<file path="src/rtl/neural_pipe_pkg.sv">
// Shared types and helpers for the velocity frame packer: FSM encoding,
// frame layout and the 16-bit position clamp.
package neural_pipe_pkg;

    localparam int         FRAME_BYTES       = 7;
    localparam logic [7:0] FRAME_HDR_DEFAULT = 8'hA5;

    typedef enum logic {
        ST_IDLE = 1'b0,
        ST_SEND = 1'b1
    } fsm_state_t;

    function automatic logic signed [15:0] sat16(
        input logic signed [16:0] val,
        input logic signed [15:0] lo,
        input logic signed [15:0] hi
    );
        logic signed [16:0] lo_x;
        logic signed [16:0] hi_x;
        lo_x = lo;
        hi_x = hi;
        if (val < lo_x) begin
            return lo;
        end else if (val > hi_x) begin
            return hi;
        end
        return val[15:0];
    endfunction

    // Byte 0 sits in the top byte so the sender can shift left one byte per handshake.
    function automatic logic [FRAME_BYTES*8-1:0] build_frame(
        input logic [7:0]  hdr,
        input logic [7:0]  seq,
        input logic [15:0] mean,
        input logic [15:0] pos
    );
        logic [7:0] chk;
        chk = hdr ^ seq ^ mean[15:8] ^ mean[7:0] ^ pos[15:8] ^ pos[7:0];
        return {hdr, seq, mean, pos, chk};
    endfunction

endpackage

</file>
<file path="src/rtl/velocity_frame_packer_if.sv">
// Byte stream toward the host link: valid/ready handshake carrying one frame byte.
interface velocity_frame_packer_if;
    logic [7:0] tx_data;
    logic       tx_valid;
    logic       tx_ready;

    modport master (output tx_data, output tx_valid, input  tx_ready);
    modport slave  (input  tx_data, input  tx_valid, output tx_ready);
endinterface

</file>
<file path="src/rtl/velocity_frame_packer_bin.sv">
// Bin averager: sums 2^BIN_LOG2 valid samples and strobes bin_done with the
// floor mean during the cycle that carries the final sample.
module bin_accumulator #(
    parameter int BIN_LOG2 = 9
) (
    input  logic               clk,
    input  logic               rst,
    input  logic signed [15:0] vel_in,
    input  logic               vel_valid,
    output logic               bin_done,
    output logic signed [15:0] mean
);
    localparam int ACC_W = 16 + BIN_LOG2;

    logic signed [ACC_W-1:0] acc;
    logic signed [ACC_W-1:0] acc_sum;
    logic signed [ACC_W-1:0] acc_shift;
    logic [BIN_LOG2-1:0]     count;

    assign acc_sum   = acc + ACC_W'(vel_in);
    assign acc_shift = acc_sum >>> BIN_LOG2;
    assign mean      = acc_shift[15:0];
    assign bin_done  = vel_valid && (count == '1);

    always_ff @(posedge clk) begin
        if (!rst) begin
            acc   <= '0;
            count <= '0;
        end else if (vel_valid) begin
            count <= count + 1'b1;
            acc   <= bin_done ? '0 : acc_sum;
        end
    end
endmodule

</file>
<file path="src/rtl/velocity_frame_packer.sv">
// Averages velocity into bins, integrates bin means into a clamped position and
// streams one 7-byte frame per bin, dropping bins when the link falls behind.
//   state   | meaning
//   ST_IDLE | waiting for a pending frame; moves it into the shift buffer
//   ST_SEND | presenting frame bytes one per handshake, idx 0..6
module velocity_frame_packer
    import neural_pipe_pkg::*;
#(
    parameter int                BIN_LOG2  = 9,
    parameter logic signed [15:0] POS_MIN  = 16'sh8000,
    parameter logic signed [15:0] POS_MAX  = 16'sh7FFF,
    parameter logic [7:0]        FRAME_HDR = FRAME_HDR_DEFAULT
) (
    input  logic                      clk,
    input  logic                      rst,
    input  logic signed [15:0]        vel_in,
    input  logic                      vel_valid,
    input  logic                      pos_clear,
    velocity_frame_packer_if.master   tx,
    output logic signed [15:0]        pos_out,
    output logic                      overflow,
    output logic [7:0]                drop_count
);
    logic               bin_done;
    logic signed [15:0] bin_mean;
    logic signed [16:0] pos_sum;
    logic signed [15:0] pos_upd;

    logic               pend_valid;
    logic [7:0]         pend_seq;
    logic [15:0]        pend_mean;
    logic [15:0]        pend_pos;
    logic [7:0]         seq;

    fsm_state_t                 state, state_next;
    logic [2:0]                 idx, idx_next;
    logic [FRAME_BYTES*8-1:0]   frame_buf;
    logic                       drain;
    logic                       shift;
    logic                       load_pending;

    bin_accumulator #(.BIN_LOG2(BIN_LOG2)) u_bin (
        .clk       (clk),
        .rst       (rst),
        .vel_in    (vel_in),
        .vel_valid (vel_valid),
        .bin_done  (bin_done),
        .mean      (bin_mean)
    );

    assign pos_sum      = 17'(pos_out) + 17'(bin_mean);
    assign pos_upd      = pos_clear ? 16'sd0 : sat16(pos_sum, POS_MIN, POS_MAX);
    // A bin landing while the FSM empties the pending slot takes the slot.
    assign load_pending = bin_done && (!pend_valid || drain);

    always_ff @(posedge clk) begin
        if (!rst) begin
            pos_out    <= '0;
            seq        <= '0;
            pend_valid <= 1'b0;
            pend_seq   <= '0;
            pend_mean  <= '0;
            pend_pos   <= '0;
            overflow   <= 1'b0;
            drop_count <= '0;
        end else begin
            if (bin_done) begin
                pos_out <= pos_upd;
                seq     <= seq + 8'd1;
            end else if (pos_clear) begin
                pos_out <= '0;
            end

            if (load_pending) begin
                pend_valid <= 1'b1;
                pend_seq   <= seq;
                pend_mean  <= bin_mean;
                pend_pos   <= pos_upd;
            end else if (drain) begin
                pend_valid <= 1'b0;
            end

            if (bin_done && !load_pending) begin
                overflow <= 1'b1;
                if (drop_count != 8'hFF) drop_count <= drop_count + 8'd1;
            end
        end
    end

    always_ff @(posedge clk) begin
        if (!rst) begin
            state     <= ST_IDLE;
            idx       <= '0;
            frame_buf <= '0;
        end else begin
            state <= state_next;
            idx   <= idx_next;
            if (drain) begin
                frame_buf <= build_frame(FRAME_HDR, pend_seq, pend_mean, pend_pos);
            end else if (shift) begin
                frame_buf <= {frame_buf[FRAME_BYTES*8-9:0], 8'h00};
            end
        end
    end

    always_comb begin
        state_next  = state;
        idx_next    = idx;
        drain       = 1'b0;
        shift       = 1'b0;
        tx.tx_valid = 1'b0;
        tx.tx_data  = 8'h00;
        case (state)
            ST_IDLE: begin
                if (pend_valid) begin
                    drain      = 1'b1;
                    state_next = ST_SEND;
                    idx_next   = 3'd0;
                end
            end
            ST_SEND: begin
                tx.tx_valid = 1'b1;
                tx.tx_data  = frame_buf[FRAME_BYTES*8-1 -: 8];
                if (tx.tx_ready) begin
                    shift = 1'b1;
                    if (idx == 3'(FRAME_BYTES - 1)) begin
                        state_next = ST_IDLE;
                    end else begin
                        idx_next = idx + 3'd1;
                    end
                end
            end
            default: state_next = ST_IDLE;
        endcase
    end
endmodule
</file>
<file path="src/flat_wrapper.sv">
// flat-port wrapper written by rule: the top's interface ports become plain ports
module velocity_frame_packer_flat import neural_pipe_pkg::*;
#(
    parameter int                BIN_LOG2  = 9,
    parameter logic signed [15:0] POS_MIN  = 16'sh8000,
    parameter logic signed [15:0] POS_MAX  = 16'sh7FFF,
    parameter logic [7:0]        FRAME_HDR = FRAME_HDR_DEFAULT
)
  (clk, rst, vel_in, vel_valid, pos_clear, pos_out, overflow, drop_count, tx_tx_data, tx_tx_valid, tx_tx_ready);
  velocity_frame_packer_if tx_i ();
  input  logic clk;
  input  logic rst;
  input  logic signed [15:0] vel_in;
  input  logic vel_valid;
  input  logic pos_clear;
  output logic signed [15:0] pos_out;
  output logic overflow;
  output logic [7:0] drop_count;
  output wire logic [$bits(tx_i.tx_data)-1:0] tx_tx_data;
  output wire logic [$bits(tx_i.tx_valid)-1:0] tx_tx_valid;
  input wire logic [$bits(tx_i.tx_ready)-1:0] tx_tx_ready;
  assign tx_tx_data = tx_i.tx_data;
  assign tx_tx_valid = tx_i.tx_valid;
  assign tx_i.tx_ready = tx_tx_ready;
  velocity_frame_packer #(.BIN_LOG2(BIN_LOG2), .POS_MIN(POS_MIN), .POS_MAX(POS_MAX), .FRAME_HDR(FRAME_HDR)) u_core (.clk(clk), .rst(rst), .vel_in(vel_in), .vel_valid(vel_valid), .pos_clear(pos_clear), .tx(tx_i), .pos_out(pos_out), .overflow(overflow), .drop_count(drop_count));
endmodule
</file>
<file path="config.mk">
export PLATFORM = sky130hd
export DESIGN_NAME = velocity_frame_packer_flat
export DESIGN_NICKNAME = d
export VERILOG_FILES = /design/src/rtl/neural_pipe_pkg.sv /design/src/rtl/velocity_frame_packer_if.sv /design/src/rtl/velocity_frame_packer_bin.sv /design/src/rtl/velocity_frame_packer.sv /design/src/flat_wrapper.sv
export SDC_FILE = /design/constraint.sdc
export NUM_CORES = 1
export LEC_CHECK = 0
export CAP_MARGIN = 20
export CORE_MARGIN = 1
export CORE_UTILIZATION = 45
export CTS_CLUSTER_SIZE = 16
export DETAILED_ROUTE_END_ITERATION = 10
export GPL_ROUTABILITY_DRIVEN = 1
export PLACE_DENSITY_LB_ADDON = 0.2
export SLEW_MARGIN = 20
export SYNTH_ARGS = -nofsm -noshare
export SYNTH_HDL_FRONTEND = slang
export SYNTH_SLANG_ARGS = --single-unit
export TNS_END_PERCENT = 50
</file>
<file path="constraint.sdc">
create_clock -name clk -period 5.1 [get_ports clk]
set_input_delay 0.51 -clock clk [delete_from_list [all_inputs] [get_ports clk]]
set_output_delay 0.51 -clock clk [all_outputs]
set_load 0.02 [all_outputs]
</file>
==> out/summary.txt <==
Maximum number of pins on one net before global-route repair: 52
Endpoint, Worst Hold: u_core.frame_buf[49]
Gate count of the mapped netlist: 1043
Drt first-iter violations: 560
Diodes inserted: 0
Final instance area: 0.0106 mm2
Buffers added on ports: 54
Critical-path maximum fanout: 6
Slew HR: 0.280
Flops & latches, synth: 168
Tightest Hold Check Type: register to register
Number of antenna violations at the first check in global routing: 0
Post-Syn Nets: 1113
Peak per-stage delay on the critical path: 0.47 ns
Worst-path clk slew: 0.07 ns
Clk_lat worst skew: 0.42 ns
Endpoint of the worst-slack reg-to-reg timing path: u_core.pos_out[5]
Die X-Extent: 142 um
Maximum resistive drop on vdd: 0.252 mV
Detailed-route wire length: 22600 um
Summed instance area of the synthesized netlist: 0.00882 mm2
Number of clock buffers inserted by TritonCTS: 17
Total Die Area: 0.0202 mm2
Initial core utilization: 0.465
Minimum clock period: 4.71 ns
Master cell of the clock root buffer: clkbuf_16
Number of flops mapped to enable cells by yosys: 0
Static leakage: 0.00397 uW
Category of the worst setup path capture point: register
Post-CTS setup buffers: 0
Vias per cell: 5.63
Maximum clock frequency: 0.212 GHz
Leading cell types by total area after synthesis: dfxtp_1 (38%), a21oi_1 (7.3%), ha_1 (6.7%)
Count of cells resized by post-cts repair: 0
Chain of cells forming the critical path: clkdlybuf4s50_1 > ha_1 > fa_1 > a211oi_1 > nor2_1 > o211ai_1 > buf_4 > nand3b_1 > xor2_1 > ha_1 > o21ai_0 > o21ai_1 > a2111oi_4 > nor3_2 > nor3b_4 > buf_4 > a221oi_1 > nor3_1
CTS Hold Buffers Added: 0
R2r startpoint: u_core.u_bin.acc[0]
Post-Route Hold Slack: 0.451 ns
Instance area at placement: 0.00999 mm2
Post-route antenna net violation count: 0
Final period utilization: 0.923
CP Launch Type: input pin
Cell type with the largest total area after synthesis: dfxtp_1
Number of clock sinks seen by CTS: 168
Avg Inst Size Synth: 8.45 um2
First-pass iteration count of the detailed router: 5
Category of cells accounting for the largest share of critical-path delay: compound AO/OA/AOI/OAI gates
Routed wire per std cell: 16.1 um
Total power of the final layout: 3820 uW
Worst EP required: 5.44 ns
Global-route wire length before repair: 36600 um
Drc violations: 0
Number of buffers between clock root and the deepest sink: 2
Count of nets after finishing: 1202
TritonCTS clock tree: done
Cells on Worst Hold Path: 2
Number of cells traversed by the worst register-to-register path: 17
Detail Placement HPWL: 16300 um
Max_cap viols: 0
Category of the critical setup timing path: input pin to register
Boundary pin count: 55
Worst reg-to-reg setup slack: 0.60 ns
Depth of the CTS H-tree: 4
Vias in the first global route: 7133
Core region area: 0.0190 mm2
GRT Overall Usage: 0.230
Critical Path AT: 5.05 ns
Register area share after synthesis: 0.381
GR Overflow Total: 0
Post-synthesis cell type count: 66
Final count of pins violating max slew: 0
Die Height: 142 um
Number of setup violations in the final report: 0
Area Overhead vs Synth: 20.3%
Unrepaired setup endpoints after global routing: no
Buffers and inverters on the worst path: 3
Hold Startpoint: u_core.frame_buf[49]
Highest-delay cell along the critical path: a2111oi_4
Most common flop cell mapped by yosys: dfxtp_1
Final GP Congestion: 0.881
Run status: complete, no violations
Final core area utilization: 0.560
Number of warning messages in the yosys log: 0
Ratio of total power to cell area: 360 mW/mm2
Total via count in the routed design: 7899
Clk_skew: 0.00915 ns
Fraction of layout cells with a size suffix above 1: 0.108
Count of standard-cell rows: 50
Top-area cell type share of the netlist area: 0.381
Synth async-reset ratio: 0
Count of final hold-check violations: 0
Pin slew with the least headroom to its limit: 1.08 ns
-- layer usage --
metal  vias to the layer above  GRT usage  part of all wire
met5                         -          0                 0
met4                         0     0.0606             0.011
met3                        20     0.0360             0.044
met2                       174      0.365              0.46
met1                      3746      0.325              0.49
li1                       3959          -                 -
-- tightest hold or removal path: cells and delay by family, from the launching register on --
kind	cells	cell delay (ns)
flops	1	0.31
simple gates	1	0.05
compound gates	1	0.05
-- stage by stage --
step	TNS, ns	std cells	worst slack [ns]
2_1_floorplan	0	1043	0.696
3_3_place_gp	-0.0306	1372	-0.0103
3_5_place_dp	-0.0341	1372	-0.0239
4_1_cts	0	1403	0.396
5_1_grt	0	1404	0.108
6_report	0	1404	0.392
-- synthesized netlist by cell type (3+ instances only) --
cell type  instances
o211ai_1           9
maj3_1             4
a31oi_1            6
nor3_1            16
nand3_1           17
nor2_1            84
a21oi_1          129
a22oi_1           49
xor2_1            29
o21a_1            10
buf_1              6
and3_1            11
o21ai_1            5
mux2i_1            7
nor2b_1           16
a22o_1            21
or2_2              4
a221oi_1           8
a31o_2             4
a21o_1            11
nand3b_1           3
or3_1              9
nand2b_1          13
and2_1            15
dfxtp_1          168
inv_1             13
nand2_1          128
a32o_1             3
o21ai_0           39
clkbuf_1          42
a211oi_1          10
o22ai_1            6
xnor2_1           48
nand4_1           11
ha_1              47
-- cell usage in the layout (no fill, tap or decap), drive strengths merged, types with 7 or more instances in the layout --
master         synthesis  layout
o211ai                10      10
nor2                  84      84
nand4                 11      11
inv                   13      16
and2                  15      15
clkbuf                42      18
a21oi                130     130
clkdlybuf4s50          0      54
nand3                 17      17
ha                    47      47
nor2b                 16      16
or3                    9       9
a211oi                12      12
mux2i                  7       7
nor3                  18      18
a22o                  21      21
nand2b                13      13
a21o                  11      11
nand2                128     128
dfxtp                168     168
xor2                  29      29
xnor2                 48      48
a221oi                 8       8
o21a                  10      10
buf                    8      66
o21ai                 44      44
a22oi                 49      49
and3                  11      11
-- how the worst max path moves through the flow --
stage	cells after the start	slack, ns	to	startpoint
2_1_floorplan	17	0.70	u_core.pend_pos[13]	vel_in[0]
6_report	18	0.39	u_core.pos_out[5]	vel_in[0]
4_1_cts	19	0.40	u_core.pos_out[5]	vel_in[0]
3_3_place_gp	19	-0.01	u_core.pos_out[5]	vel_in[0]
3_5_place_dp	19	-0.02	u_core.pos_out[5]	vel_in[0]
5_1_grt	19	0.11	u_core.pos_out[11]	vel_in[0]
-- power by group --
group / internal, uW / total, uW / switching (uW) / leakage (uW)
combinational: 517 / 1170 / 649 / 0.00232
clock: 738 / 1290 / 550 / 0.000286
sequential: 1350 / 1370 / 20.2 / 0.00136
-- area by class of cell --
class                           count  area, um2
Tap cell                          260        325
Timing Repair Buffer              120       1060
Clock buffer                       18        439
Multi-Input combinational cell    812       5230
Sequential cell                   168       3360
Inverter                           13       50.0
Clock inverter                     13        144
Fill cell                        1737       8350
-- cell families (layout without fill, tap and decap cells) --
kind of cell             count (synthesis)  after routing  share of synthesized area
buffers and inverters                   63            164                     0.0278
XOR/XNOR                                77             77                     0.0765
adder cells (fa/ha/maj)                 53             53                     0.0758
AO/OA/AOI/OAI                          338            338                      0.252
multiplexers                             7              7                    0.00795
AND/OR/NAND/NOR                        337            337                      0.178
flip-flops                             168            168                      0.381
-- state kept, by name, summed over array words and instances, names as in the netlist --
register            flops
u_core.drop_count       8
u_core.frame_buf       56
u_core.idx              3
u_core.overflow         1
u_core.pend_mean       16
u_core.pend_pos        16
u_core.pend_seq         8
u_core.pend_valid       1
u_core.pos_out         16
u_core.seq              8
u_core.state            1
u_core.u_bin.acc       25
u_core.u_bin.count      9
No activity file was read; power rests on OpenSTA's default activity.
